**src/rtl/segment_step_engine_if.sv**
```systemverilog
// FIFO read port and stepper driver pins of the segment step engine, bundled as one port.
interface segment_step_engine_if #(
   parameter int SEGMENT_BITS = 32
);
   logic                    data_available;
   logic                    data_request;
   logic [SEGMENT_BITS-1:0] data;
   logic                    enable;
   logic                    step_out;
   logic                    dir_out;
   logic                    busy;
   logic [14:0]             steps_remaining;

   modport slave (
      input  data_available, data, enable,
      output data_request, step_out, dir_out, busy, steps_remaining
   );

   modport master (
      output data_available, data, enable,
      input  data_request, step_out, dir_out, busy, steps_remaining
   );
endinterface

```
**src/rtl/segment_step_engine.sv**
```systemverilog
// Pops 32-bit motion segment records and plays them out as timed step pulses
// with direction setup; rising edges inside a segment are exactly one period apart.
//
// state     | meaning
// IDLE      | no segment; pop a record when one is available
// FETCH     | FIFO read latency; record is captured at the end of this cycle
// LOAD      | segment held; decide empty / direction change / first step
// DIR_WAIT  | dir_out changed, wait DIR_SETUP clocks before stepping
// STEP_HIGH | step_out high for PULSE_WIDTH clocks
// STEP_LOW  | step_out low for the rest of the effective period
module segment_step_engine #(
   parameter int PULSE_WIDTH = 8,
   parameter int DIR_SETUP   = 16
) (
   input  logic                  clk,
   input  logic                  rst,
   segment_step_engine_if.slave  bus
);
   typedef enum logic [2:0] {
      IDLE, FETCH, LOAD, DIR_WAIT, STEP_HIGH, STEP_LOW
   } state_t;

   localparam logic [16:0] MIN_PERIOD   = 17'(2 * PULSE_WIDTH);
   localparam logic [16:0] PW_LOAD      = 17'(PULSE_WIDTH - 1);
   localparam logic [16:0] SETUP_LOAD   = 17'(DIR_SETUP - 1);
   localparam logic [16:0] PW_PLUS_ONE  = 17'(PULSE_WIDTH + 1);

   state_t      state_q, state_d;
   logic [16:0] timer_q, timer_d;
   logic [16:0] period_q, period_d;
   logic [14:0] steps_q, steps_d;
   logic        seg_dir_q, seg_dir_d;
   logic        dir_q, dir_d;
   logic        req;
   logic [16:0] raw_period;
   logic [16:0] eff_period;

   assign raw_period = {1'b0, bus.data[15:0]};
   assign eff_period = (raw_period < MIN_PERIOD) ? MIN_PERIOD : raw_period;

   always_ff @(posedge clk or posedge rst) begin
      if (rst) begin
         state_q   <= IDLE;
         timer_q   <= '0;
         period_q  <= '0;
         steps_q   <= '0;
         seg_dir_q <= 1'b0;
         dir_q     <= 1'b0;
      end else begin
         state_q   <= state_d;
         timer_q   <= timer_d;
         period_q  <= period_d;
         steps_q   <= steps_d;
         seg_dir_q <= seg_dir_d;
         dir_q     <= dir_d;
      end
   end

   always_comb begin
      state_d   = state_q;
      timer_d   = timer_q;
      period_d  = period_q;
      steps_d   = steps_q;
      seg_dir_d = seg_dir_q;
      dir_d     = dir_q;
      req       = 1'b0;
      unique case (state_q)
         IDLE: begin
            if (bus.data_available) begin
               req     = 1'b1;
               state_d = FETCH;
            end
         end
         FETCH: begin
            seg_dir_d = bus.data[31];
            steps_d   = bus.data[30:16];
            period_d  = eff_period;
            state_d   = LOAD;
         end
         LOAD: begin
            if (steps_q == '0) begin
               state_d = IDLE;
            end else if (seg_dir_q != dir_q) begin
               dir_d   = seg_dir_q;
               timer_d = SETUP_LOAD;
               state_d = DIR_WAIT;
            end else if (bus.enable) begin
               timer_d = PW_LOAD;
               steps_d = steps_q - 15'd1;
               state_d = STEP_HIGH;
            end
         end
         DIR_WAIT: begin
            if (timer_q != '0) begin
               timer_d = timer_q - 17'd1;
            end else if (bus.enable) begin
               timer_d = PW_LOAD;
               steps_d = steps_q - 15'd1;
               state_d = STEP_HIGH;
            end
         end
         STEP_HIGH: begin
            if (timer_q != '0) begin
               timer_d = timer_q - 17'd1;
            end else begin
               // low phase fills the period out to the next rising edge
               timer_d = period_q - PW_PLUS_ONE;
               state_d = STEP_LOW;
            end
         end
         STEP_LOW: begin
            if (timer_q != '0) begin
               timer_d = timer_q - 17'd1;
            end else if (steps_q == '0) begin
               state_d = IDLE;
            end else if (bus.enable) begin
               timer_d = PW_LOAD;
               steps_d = steps_q - 15'd1;
               state_d = STEP_HIGH;
            end
         end
         default: state_d = IDLE;
      endcase
   end

   assign bus.data_request    = req;
   assign bus.step_out        = (state_q == STEP_HIGH);
   assign bus.dir_out         = dir_q;
   assign bus.busy            = (state_q == LOAD) || (state_q == DIR_WAIT) ||
                                (state_q == STEP_HIGH) || (state_q == STEP_LOW);
   assign bus.steps_remaining = steps_q;
endmodule
```
**src/flat_wrapper.sv**
```systemverilog
// flat-port wrapper written by rule: the top's interface ports become plain ports
module segment_step_engine_flat 
#(
   parameter int PULSE_WIDTH = 8,
   parameter int DIR_SETUP   = 16
)
  (clk, rst, bus_data_available, bus_data, bus_enable, bus_data_request, bus_step_out, bus_dir_out, bus_busy, bus_steps_remaining);
  segment_step_engine_if bus_i ();
  input  logic clk;
  input  logic rst;
  input wire logic [$bits(bus_i.data_available)-1:0] bus_data_available;
  input wire logic [$bits(bus_i.data)-1:0] bus_data;
  input wire logic [$bits(bus_i.enable)-1:0] bus_enable;
  output wire logic [$bits(bus_i.data_request)-1:0] bus_data_request;
  output wire logic [$bits(bus_i.step_out)-1:0] bus_step_out;
  output wire logic [$bits(bus_i.dir_out)-1:0] bus_dir_out;
  output wire logic [$bits(bus_i.busy)-1:0] bus_busy;
  output wire logic [$bits(bus_i.steps_remaining)-1:0] bus_steps_remaining;
  assign bus_i.data_available = bus_data_available;
  assign bus_i.data = bus_data;
  assign bus_i.enable = bus_enable;
  assign bus_data_request = bus_i.data_request;
  assign bus_step_out = bus_i.step_out;
  assign bus_dir_out = bus_i.dir_out;
  assign bus_busy = bus_i.busy;
  assign bus_steps_remaining = bus_i.steps_remaining;
  segment_step_engine #(.PULSE_WIDTH(PULSE_WIDTH), .DIR_SETUP(DIR_SETUP)) u_core (.clk(clk), .rst(rst), .bus(bus_i));
endmodule
```
**config.mk**
```make
export PLATFORM = sky130hd
export DESIGN_NAME = segment_step_engine_flat
export DESIGN_NICKNAME = d
export VERILOG_FILES = /design/src/rtl/segment_step_engine_if.sv /design/src/rtl/segment_step_engine.sv /design/src/flat_wrapper.sv
export SDC_FILE = /design/constraint.sdc
export NUM_CORES = 1
export LEC_CHECK = 0
export BUFFER_PORTS_ARGS = -buffer_cell sky130_fd_sc_hd__buf_2
export CORE_UTILIZATION = 45
export CTS_CLUSTER_DIAMETER = 200
export DETAILED_ROUTE_END_ITERATION = 8
export PLACE_DENSITY = 0.66
export REMOVE_ABC_BUFFERS = 1
export SYNTH_ARGS = -nofsm -noshare
export SYNTH_HDL_FRONTEND = slang
export SYNTH_SLANG_ARGS = --single-unit
export TNS_END_PERCENT = 30
```
**constraint.sdc**
```tcl
create_clock -name clk -period 2.69 [get_ports clk]
set_input_delay 0.1345 -clock clk [delete_from_list [all_inputs] [get_ports clk]]
set_output_delay 0.1345 -clock clk [all_outputs]
set_load 0.05 [all_outputs]
```
==> reports/results.ini, run 1 <==
[timing]
fmax_ghz=0.391
timing_worst_slew_pin_value_ns=1.03
final_max_slew_viol_count=0
final.period_utilization_pct=95.2
final.setup.worst_slack_ns=0.130
report.final.hold_viol_count=0
tns_ns=0
max_slew_headroom_pct=31.5
finalWorstPathRequiredPeriod_ns=2.56
setup_repair_after_global_routing_missed_its_margin=false
setup_viol=0
timing.clock.skew_ns=0.0155

[pwr]
power_leakage_uw=0.00170
ir_worst_vdd_v=0.000242
design_power_total_uw=1520
power-per-cell-area_nw_per_um2=369

[floorplan]
die-area_um2=8320
die_x_um=91.2
initial_core_util_pct=46.3
placeable_core_area_um2=7730
boundaryPins=55
chipHeight_um=91.2
placement_rows=32

[yosys]
synth_area_leader_cell=sky130_fd_sc_hd__dfrtp_1
netlist.area_leader.share_pct=37.0
netlist_top_cells_area=sky130_fd_sc_hd__dfrtp_1 (37%), sky130_fd_sc_hd__nand2_1 (6.8%), sky130_fd_sc_hd__o21ai_0 (5.6%), sky130_fd_sc_hd__a21oi_1 (4.9%), sky130_fd_sc_hd__nor2_1 (4.3%)
synthSimpleGateAreaFrac_pct=27.7
sequential_share_of_the_synthesized_area_pct=37.0
synth_compound_gate_area_share_pct=25.0
number_of_register_bits_inferred_by_synthesis=53
synth_enable_flop_cells=0
syn_area_um2=3580
ys_dominant_reg_cell=sky130_fd_sc_hd__dfrtp_1
post_synth.cell_area_avg_um2=8.03
synth.area.mux_share_pct=0.943
post_synth_inst_count=446
synth_top_family_by_area=simple AND/OR/NAND/NOR gates
yosysWarningCount=0
post_synth_most_frequent_cells=sky130_fd_sc_hd__nand2_1 (65), sky130_fd_sc_hd__dfrtp_1 (53), sky130_fd_sc_hd__nor2_1 (41), sky130_fd_sc_hd__o21ai_0 (40), sky130_fd_sc_hd__a21oi_1 (35)
yosys.cell_count.top_type=sky130_fd_sc_hd__nand2_1
post_synth_xor_area_fraction_pct=3.67
asyncSetResetFlopFracSynth_pct=100
synth_adder_area_share_pct=1.40
ys_types=59

[global_routing]
first_pass_grt_wire_length_um=16000
grt_start_max_net_pins=26
number_of_antenna_violations_at_the_first_check_in_global_routing=0
grt_pass1_vias=3228
grt_overflow=0
global_route.usage.total_pct=24.0

[clock_tree]
h-tree-depth=2
clk_pin_slew_worst_paths_ns=0.11
cts_setup_buffers=0
tritoncts_clock_tree=yes
cts_sinks=53
clockBufferDepth=2
numCtsBuffers=5
clk-insertion-delay-late_ns=0.32
ctsRootBufferMaster=sky130_fd_sc_hd__clkbuf_8

[placement]
gpl.final_weighted_congestion=0.866
placedInstanceArea_um2=3990
pre_cts_slack_ns=0.165
placed_cells_incl_taps=594
dp.final_hpwl_um=7120
port_buffers=54

[drt]
wl_per_cell_um=16.0
first_pass_iters=5
route.detailed.drc=0
number_of_antenna_violating_nets_in_the_routed_design=0
detail_route.vias_per_cell=5.89
dr.first_iter.drc_count=260
detailroute.via_count=3550
routed_wl_um=9660

[setup_path]
worstPathRequired_ns=2.88
timing.critical_path.from_type=flip-flop
cp.arrival_ns=2.76
end_kind=flip-flop
timing.setup.critical_path_class=flip-flop to flip-flop
worst_r2r_path_cells=9
crit_fanout=9

[run]
cap_viol_max_count=0

[finish]
post-route-cell-area_um2=4110
area_growth_pct=14.8
num_antenna_cells=0
fillCellCount=748
multi_input_comb_area_um2=2110
post_route_cells_drive_above_1_share_pct=18.6
seq_area_um2=1330
finish.cell_count_without_fillers=603
design.final.nets=540

[outcome]
outcome=complete, no violations

[worst_hold_path]
min_delay_path_depth=3
holdCritPathClass=input port to flip-flop

## report_power, final
group,switching [µW],internal [µW]
Clock,289,280
Combinational,80.5,52.0
Sequential,14.1,804
## area by class of cell
type	instances	area share [%]
multi-input cells	358	51.3
flip-flops and latches	53	32.3
repair buffers	69	9.37
well taps	102	3.10
clock buffers	5	1.67
inverters	13	1.19
clock inverters	3	1.07
## timing repair
| item | in CTS | in global routing |
|---|---|---|
| hold buffers | 1 | 0 |
| resized for setup | 0 | 1 |
| setup endpoints to repair | 0 | 11 |
| endpoints found under the hold margin | 17 | 0 |
## sequential cells by signal (all words and copies together), names as in the netlist
register	count
u_core.bus.dir_out	1
u_core.bus.steps_remaining	15
u_core.period_q	16
u_core.seg_dir_q	1
u_core.state_q	3
u_core.timer_q	17
## path summary, 6_finish.rpt
check	end	slack [ns]	from
max in group asynchronous	u_core.timer_q[1]	1.71	rst
max reg2reg	u_core.timer_q[10]	0.13	u_core.bus.steps_remaining[0]
min in group asynchronous	u_core.period_q[11]	0.34	rst
min	u_core.seg_dir_q	0.007	bus_data[31]
min reg2reg	u_core.period_q[8]	0.53	u_core.period_q[8]
max	u_core.timer_q[10]	0.13	u_core.bus.steps_remaining[0]
## per-layer routing
layer  GRT usage, %  wire length (µm)  up-vias
li1               -                 -     1740
met1           35.0              4630     1686
met2           37.6              4400      115
met3           3.35               543        9
met4           5.69                87        0
met5              0                 0        -
## worst max-delay path, stage by stage, from the launching register on
cell	delay, ns
sky130_fd_sc_hd__dfrtp_1	0.38
sky130_fd_sc_hd__inv_1	0.08
sky130_fd_sc_hd__ha_1	0.25
sky130_fd_sc_hd__nor4b_1	0.16
sky130_fd_sc_hd__buf_4	0.16
sky130_fd_sc_hd__and4_1	0.15
sky130_fd_sc_hd__o21ai_0	0.31
sky130_fd_sc_hd__nand3_1	0.41
sky130_fd_sc_hd__o31ai_1	0.39
sky130_fd_sc_hd__o211ai_1	0.13
## cell usage in the layout, fill, tap and decap left out, drive strengths merged, types with 3 or more instances in the layout
cell     n
a41oi    3
nor2    42
nand4    3
nor3b    3
o22a     6
a21oi   35
dfrtp   53
o21ai   45
nand2b  10
nor3    20
a31oi    8
or3      5
xnor2    6
nor2b    6
and2     5
a211oi   4
a22oi    6
nand2   66
o211ai   4
inv     14
or4      5
mux2     3
nand3b   4
o31a     3
buf     68
clkbuf   5
o22ai    6
nor4    15
ha       4
xor2     9
nand3    5
## kinds of logic after synthesis
group	after synthesis
buffers and inverters	35
muxes	3
xor gates and xnor gates	15
DFF	53
adders and majority gates	4
and+or+nand+nor	197
AOI/OAI and AO/OA	139
## stage by stage
stage               utilization (%)  hold WS, ns
floorplan                         -        0.218
global placement               51.6        0.145
detailed placement             51.6        0.149
CTS                            53.2      0.00339
global route                   53.2      0.00885
finish                         53.2      0.00700
No activity file was read; power rests on OpenSTA's default activity.
==> run 2: changes to the inputs <==
--- a/config.mk
+++ b/config.mk
@@ -7,8 +7,7 @@
 export LEC_CHECK = 0
 export BUFFER_PORTS_ARGS = -buffer_cell sky130_fd_sc_hd__buf_2
-export CORE_UTILIZATION = 45
+export CORE_UTILIZATION = 27
 export CTS_CLUSTER_DIAMETER = 200
 export DETAILED_ROUTE_END_ITERATION = 8
-export PLACE_DENSITY = 0.66
 export REMOVE_ABC_BUFFERS = 1
 export SYNTH_ARGS = -nofsm -noshare
==> constraint.sdc (replaced) <==
create_clock -name clk -period 2.69 [get_ports clk]
set_input_delay 0.538 -clock clk [delete_from_list [all_inputs] [get_ports clk]]
set_output_delay 0.538 -clock clk [all_outputs]
set_load 0.05 [all_outputs]
==> run 2 against run 1 <==
Net effect: utilization down 20 points; maximum frequency up 1.7%; clock-buffer cell count stayed put; routed wire length is 3.1% higher; flip-flop and latch count unchanged; setup slack gained 0.044 ns; final cell count up 12%; first-iteration DRC count increased by 23%; register-to-register slack improved by 0.04 ns; final area up 4.0%; sequential power is essentially flat; die area is 65% higher; largest power group unchanged.
==> reports/results.ini, run 2 (synthesis results as in run 1) <==
[finish]
registers.top_by_ff_count=u_core.timer_q
post-route-cell-area_um2=4270
fillCellCount=1346
area_growth_pct=19.4
layout.cells.most_common=sky130_fd_sc_hd__nand2_1
post_route_cells_drive_above_1_share_pct=19.1
most-common-layout-cells=sky130_fd_sc_hd__nand2_1 (65), sky130_fd_sc_hd__buf_2 (54), sky130_fd_sc_hd__dfrtp_1 (53), sky130_fd_sc_hd__nor2_1 (41), sky130_fd_sc_hd__o21ai_0 (40)
design.final.nets=542
num_antenna_cells=0
largest_register_ffs=17

[pwr]
power_leakage_uw=0.00174
ir_worst_vdd_v=0.000273
cell_int_power_uw=1290
switching_share_pct=23.4
design_power_total_uw=1680
sequentialPowerShare_pct=48.6
netSwitchingPower_uw=393
power_frac_comb_pct=8.0
clock_power_share_pct=43.3
power-per-cell-area_nw_per_um2=394

[clock_tree]
cts_setup_buffers=0
h-tree-depth=2
numCtsBuffers=5
clockBufferDepth=2
ctsRootBufferMaster=sky130_fd_sc_hd__clkbuf_16
cts_sinks=53
clk_pin_slew_worst_paths_ns=0.07
tritoncts_clock_tree=yes
clk-insertion-delay-late_ns=0.30

[timing]
timing.clock.skew_ns=0.00375
final_max_slew_viol_count=0
report.final.hold_viol_count=0
setup_viol=0
max_slew_headroom_pct=57.6
finalWorstPathRequiredPeriod_ns=2.52
final.setup.worst_slack_ns=0.173
fmax_ghz=0.397
final.period_utilization_pct=93.6
setup_repair_after_global_routing_missed_its_margin=true
timing_worst_slew_pin_value_ns=0.634

[outcome]
outcome=complete, no violations

[setup_path]
worst_r2r_path_cells=7
critPathMostFrequentCell=sky130_fd_sc_hd__o21ai_0
timing.critical_path.cells=or4_1 -> nor3_4 -> a21oi_1 -> or3_1 -> buf_4 -> o21ai_0 -> o21ai_0
timing.setup.critical_path_class=flip-flop to flip-flop
reg2reg_slack_ns=0.17
slowest_stage=sky130_fd_sc_hd__or4_1
timing.rr.start=u_core.timer_q[11]
timing.critical_path.from_type=flip-flop
end_kind=flip-flop
path_buf_inv=1
critical_path.max_stage_delay_ns=0.68
cp.arrival_ns=2.69
crit_fanout=22
crit-reg2reg-capture=u_core.bus.steps_remaining[8]
cpLargestDelayFamily=simple AND/OR/NAND/NOR gates
worstPathRequired_ns=2.86

[drt]
wl_per_cell_um=14.8
route.detailed.drc=0
detail_route.vias_per_cell=5.38
met1_length_um=4670
dr.first_iter.drc_count=321
maxUsedRoutingLayer=met4
first_pass_iters=5
wl_met3_um=447
routed_wl_um=9960
number_of_antenna_violating_nets_in_the_routed_design=0
detail_route_met2_wl_um=4630
detailroute.via_count=3623

[global_routing]
first_pass_grt_wire_length_um=16500
grt_overflow=0
number_of_antenna_violations_at_the_first_check_in_global_routing=0
grt_start_max_net_pins=29
global_route.usage.total_pct=15.3
grt_pass1_vias=3220

[floorplan]
boundaryPins=55
placeable_core_area_um2=12800
placement_rows=41
die_x_um=117
initial_core_util_pct=28.0
die-area_um2=13700
chipHeight_um=117

[placement]
port_buffers=54
placedInstanceArea_um2=4100
gpl.final_weighted_congestion=0.860
pre_cts_slack_ns=0.0814
dp.final_hpwl_um=7510

[run]
cap_viol_max_count=0

[worst_hold_path]
holdCritPathClass=input port to async pin

==> run 2: worst max-delay path by stage <==
stage,start,endpoint,slack [ns],cells after the start
4_1_cts,u_core.timer_q[7],u_core.timer_q[9],0.07,6
3_5_place_dp,u_core.timer_q[7],u_core.timer_q[9],0.08,6
5_1_grt,u_core.bus.steps_remaining[0],u_core.timer_q[0],-0.007,8
2_1_floorplan,u_core.bus.steps_remaining[0],u_core.bus.steps_remaining[11],-0.1,8
6_report,u_core.timer_q[11],u_core.bus.steps_remaining[8],0.17,7
3_3_place_gp,u_core.timer_q[7],u_core.timer_q[9],0.11,6
==> run 2: power groups by stage <==
stage	sequential (µW)	combinational (µW)	clock (µW)
after floorplan	848	55.3	0
after global placement	833	135	0
after detailed placement	833	135	0
after CTS	818	136	740
after global routing	820	149	767
final	818	135	729
==> run 2: stage by stage <==
step | cells | hold slack (ns) | utilization [%] | TNS, ns
after floorplan | 424 | 0.479 | - | -0.0993
after global placement | 667 | 0.512 | 32.1 | 0
after detailed placement | 667 | 0.524 | 32.1 | 0
after CTS | 674 | 0.342 | 33.4 | 0
after global routing | 674 | 0.374 | 33.5 | -0.00681
final | 674 | 0.321 | 33.5 | 0
==> run 2: final cells by class <==
type	instances	area [µm²]	share of cell area [%]
multi-input cells	358	2110	49.4
flip-flops and latches	53	1330	31.0
repair buffers	71	410	9.60
well taps	172	215	5.04
clock buffers	5	125	2.93
inverters	13	48.8	1.14
clock inverters	2	35.0	0.820
==> run 2: worst register-to-register path: stages, from the launching register on <==
cell	delay (ns)
sky130_fd_sc_hd__dfrtp_1	0.41
sky130_fd_sc_hd__or4_1	0.68
sky130_fd_sc_hd__nor3_4	0.23
sky130_fd_sc_hd__a21oi_1	0.12
sky130_fd_sc_hd__or3_1	0.43
sky130_fd_sc_hd__buf_4	0.23
sky130_fd_sc_hd__o21ai_0	0.19
sky130_fd_sc_hd__o21ai_0	0.11
==> run 2: timing repair <==
action	in CTS	in global routing
hold buffers	0	0
gates resized for setup	0	3
endpoints found under the setup margin	0	6
==> run 2: layer usage <==
metal	vias up	GRT usage, %
met3	16	1.65
met2	117	23.4
li1	1748	-
met5	-	0
met1	1742	22.1
met4	0	5.57
==> run 3: changes to the inputs <==
RECOVER_POWER = 25   (was unset)
==> run 3 against run 2 <==
Net effect: clock skew hardly changed; critical path depth is the same; critical path type unchanged; first-iteration DRC count increased by 3.1%; flip-flop and latch count unchanged; final cell count unchanged; utilization decreased by 0.12 points.
==> reports/results.ini, run 3 (synthesis results as in run 1) <==
[global_routing]
first_pass_grt_wire_length_um=16500
grt_pass1_vias=3220
number_of_antenna_violations_at_the_first_check_in_global_routing=0
global_route.usage.total_pct=15.3
grt_overflow=0
grt_start_max_net_pins=29

[finish]
area_growth_pct=18.9
finish.cell_count_without_fillers=674
post_route_cells_drive_above_1_share_pct=18.9
registers.top_by_ff_count=u_core.timer_q
post-route-cell-area_um2=4260
design.final.nets=542
layout.cells.most_common=sky130_fd_sc_hd__nand2_1
most-common-layout-cells=sky130_fd_sc_hd__nand2_1 (65), sky130_fd_sc_hd__buf_2 (54), sky130_fd_sc_hd__dfrtp_1 (53), sky130_fd_sc_hd__nor2_1 (41), sky130_fd_sc_hd__o21ai_0 (40)
num_antenna_cells=0
largest_register_ffs=17

[placement]
port_buffers=54
dp.final_hpwl_um=7510
gpl.final_weighted_congestion=0.860
placed_cells_incl_taps=667
pre_cts_slack_ns=0.0814
placedInstanceArea_um2=4100

[setup_path]
path_buf_inv=1
crit_fanout=22
timing.critical_path.cells=or4_1 -> nor3_4 -> a21oi_1 -> or3_1 -> buf_4 -> o21ai_0 -> o21ai_0
slowest_stage=sky130_fd_sc_hd__or4_1
critical_path.max_stage_delay_ns=0.67
end_kind=flip-flop
cpLargestDelayFamily=simple AND/OR/NAND/NOR gates
timing.rr.start=u_core.timer_q[11]
cp.arrival_ns=2.66
timing.critical_path.from_type=flip-flop
critPathMostFrequentCell=sky130_fd_sc_hd__o21ai_0
worstSetupStartpoint=u_core.timer_q[11]
timing.setup.critical_path_class=flip-flop to flip-flop
worstPathRequired_ns=2.86

[timing]
setup_viol=0
final.period_utilization_pct=92.6
final_max_slew_viol_count=0
timing.clock.skew_ns=0.00412
timing_worst_slew_pin_value_ns=1.09
fmax_ghz=0.401
report.final.hold_viol_count=0
final.setup.worst_slack_ns=0.199
max_slew_headroom_pct=27.2
setup_repair_after_global_routing_missed_its_margin=true
finalWorstPathRequiredPeriod_ns=2.49

[clock_tree]
clk-insertion-delay-late_ns=0.30
clockBufferDepth=2
ctsRootBufferMaster=sky130_fd_sc_hd__clkbuf_16
h-tree-depth=2
clk_pin_slew_worst_paths_ns=0.07
post_cts_hold_buffer_count=0
numCtsBuffers=5
cts_sinks=53
tritoncts_clock_tree=yes

[floorplan]
initial_core_util_pct=28.0
chipHeight_um=117
die-area_um2=13700
placement_rows=41
placeable_core_area_um2=12800
die_x_um=117
boundaryPins=55

[pwr]
ir_worst_vdd_v=0.000272
design_power_total_uw=1680
power_leakage_uw=0.00174
power-per-cell-area_nw_per_um2=394

[drt]
route.detailed.drc=0
wl_per_cell_um=14.8
routed_wl_um=9960
detail_route.vias_per_cell=5.41
dr.first_iter.drc_count=331
detailroute.via_count=3649
number_of_antenna_violating_nets_in_the_routed_design=0
first_pass_iters=5

[run]
cap_viol_max_count=0

[worst_hold_path]
worst_hold_startpoint=bus_data[31]
holdCritPathClass=input port to flip-flop

[outcome]
outcome=complete, no violations

==> run 3: changes by cell type in the layout (fill, tap and decap cells not counted) <==
| cell | previous run | this run |
|---|---|---|
| sky130_fd_sc_hd__buf_12 | 1 | 0 |
| sky130_fd_sc_hd__clkbuf_2 | 0 | 1 |
| sky130_fd_sc_hd__inv_1 | 12 | 13 |
| sky130_fd_sc_hd__inv_2 | 1 | 0 |
==> run 3: worst reg2reg max path, delay by kind of cell, from the launching register on <==
family          cells  cell delay [ns]
buf+inv             1             0.23
compound gates      3             0.41
flops               1             0.41
simple gates        3             1.33
==> run 3: where the power goes <==
part           total [µW]  internal (µW)  switching [µW]
logic                 132           50.5            81.4
clock network         728            433             295
registers             819            804            14.7
total                1680           1290             391
==> run 3: metrics by stage <==
stage,utilization (%),hold WS (ns),TNS (ns)
2_1_floorplan,-,0.479,-0.0993
4_1_cts,33.4,0.342,0
6_report,33.3,0.434,0
3_5_place_dp,32.1,0.524,0
3_3_place_gp,32.1,0.512,0
5_1_grt,33.3,0.459,-0.00681
==> run 3: path summary, 6_finish.rpt <==
kind	endpoint	slack, ns	cells past startpoint
setup / recovery	u_core.bus.steps_remaining[8]	0.20	7
hold / removal	u_core.seg_dir_q	0.43	3
setup reg to reg	u_core.bus.steps_remaining[8]	0.20	7
hold reg to reg	u_core.period_q[8]	0.54	2
max in group asynchronous	u_core.bus.steps_remaining[11]	0.95	3
min in group asynchronous	u_core.period_q[8]	0.51	2
==> run 3: layer usage <==
layer,vias up,routed length (µm),part of all wire (%),GRT usage [%]
met5,-,0,0,0
met4,0,216,2.2,5.57
met3,16,515,5.2,1.65
met2,141,4660,47,23.4
met1,1749,4570,46,22.1
li1,1743,-,-,-
==> run 3: area by class of cell <==
| cell class | count | area [µm²] |
|---|---|---|
| Clock buffer | 5 | 125 |
| Clock inverter | 2 | 35.0 |
| Fill cell | 1348 | 8510 |
| Inverter | 13 | 48.8 |
| Multi-Input combinational cell | 358 | 2110 |
| Sequential cell | 53 | 1330 |
| Tap cell | 172 | 215 |
| Timing Repair Buffer | 71 | 395 |
==> run 3: what timing repair did <==
item | 4_1_cts | 5_1_grt
setup endpoints to repair | 0 | 6
resized for setup | 0 | 3
setup buffers | 0 | 0
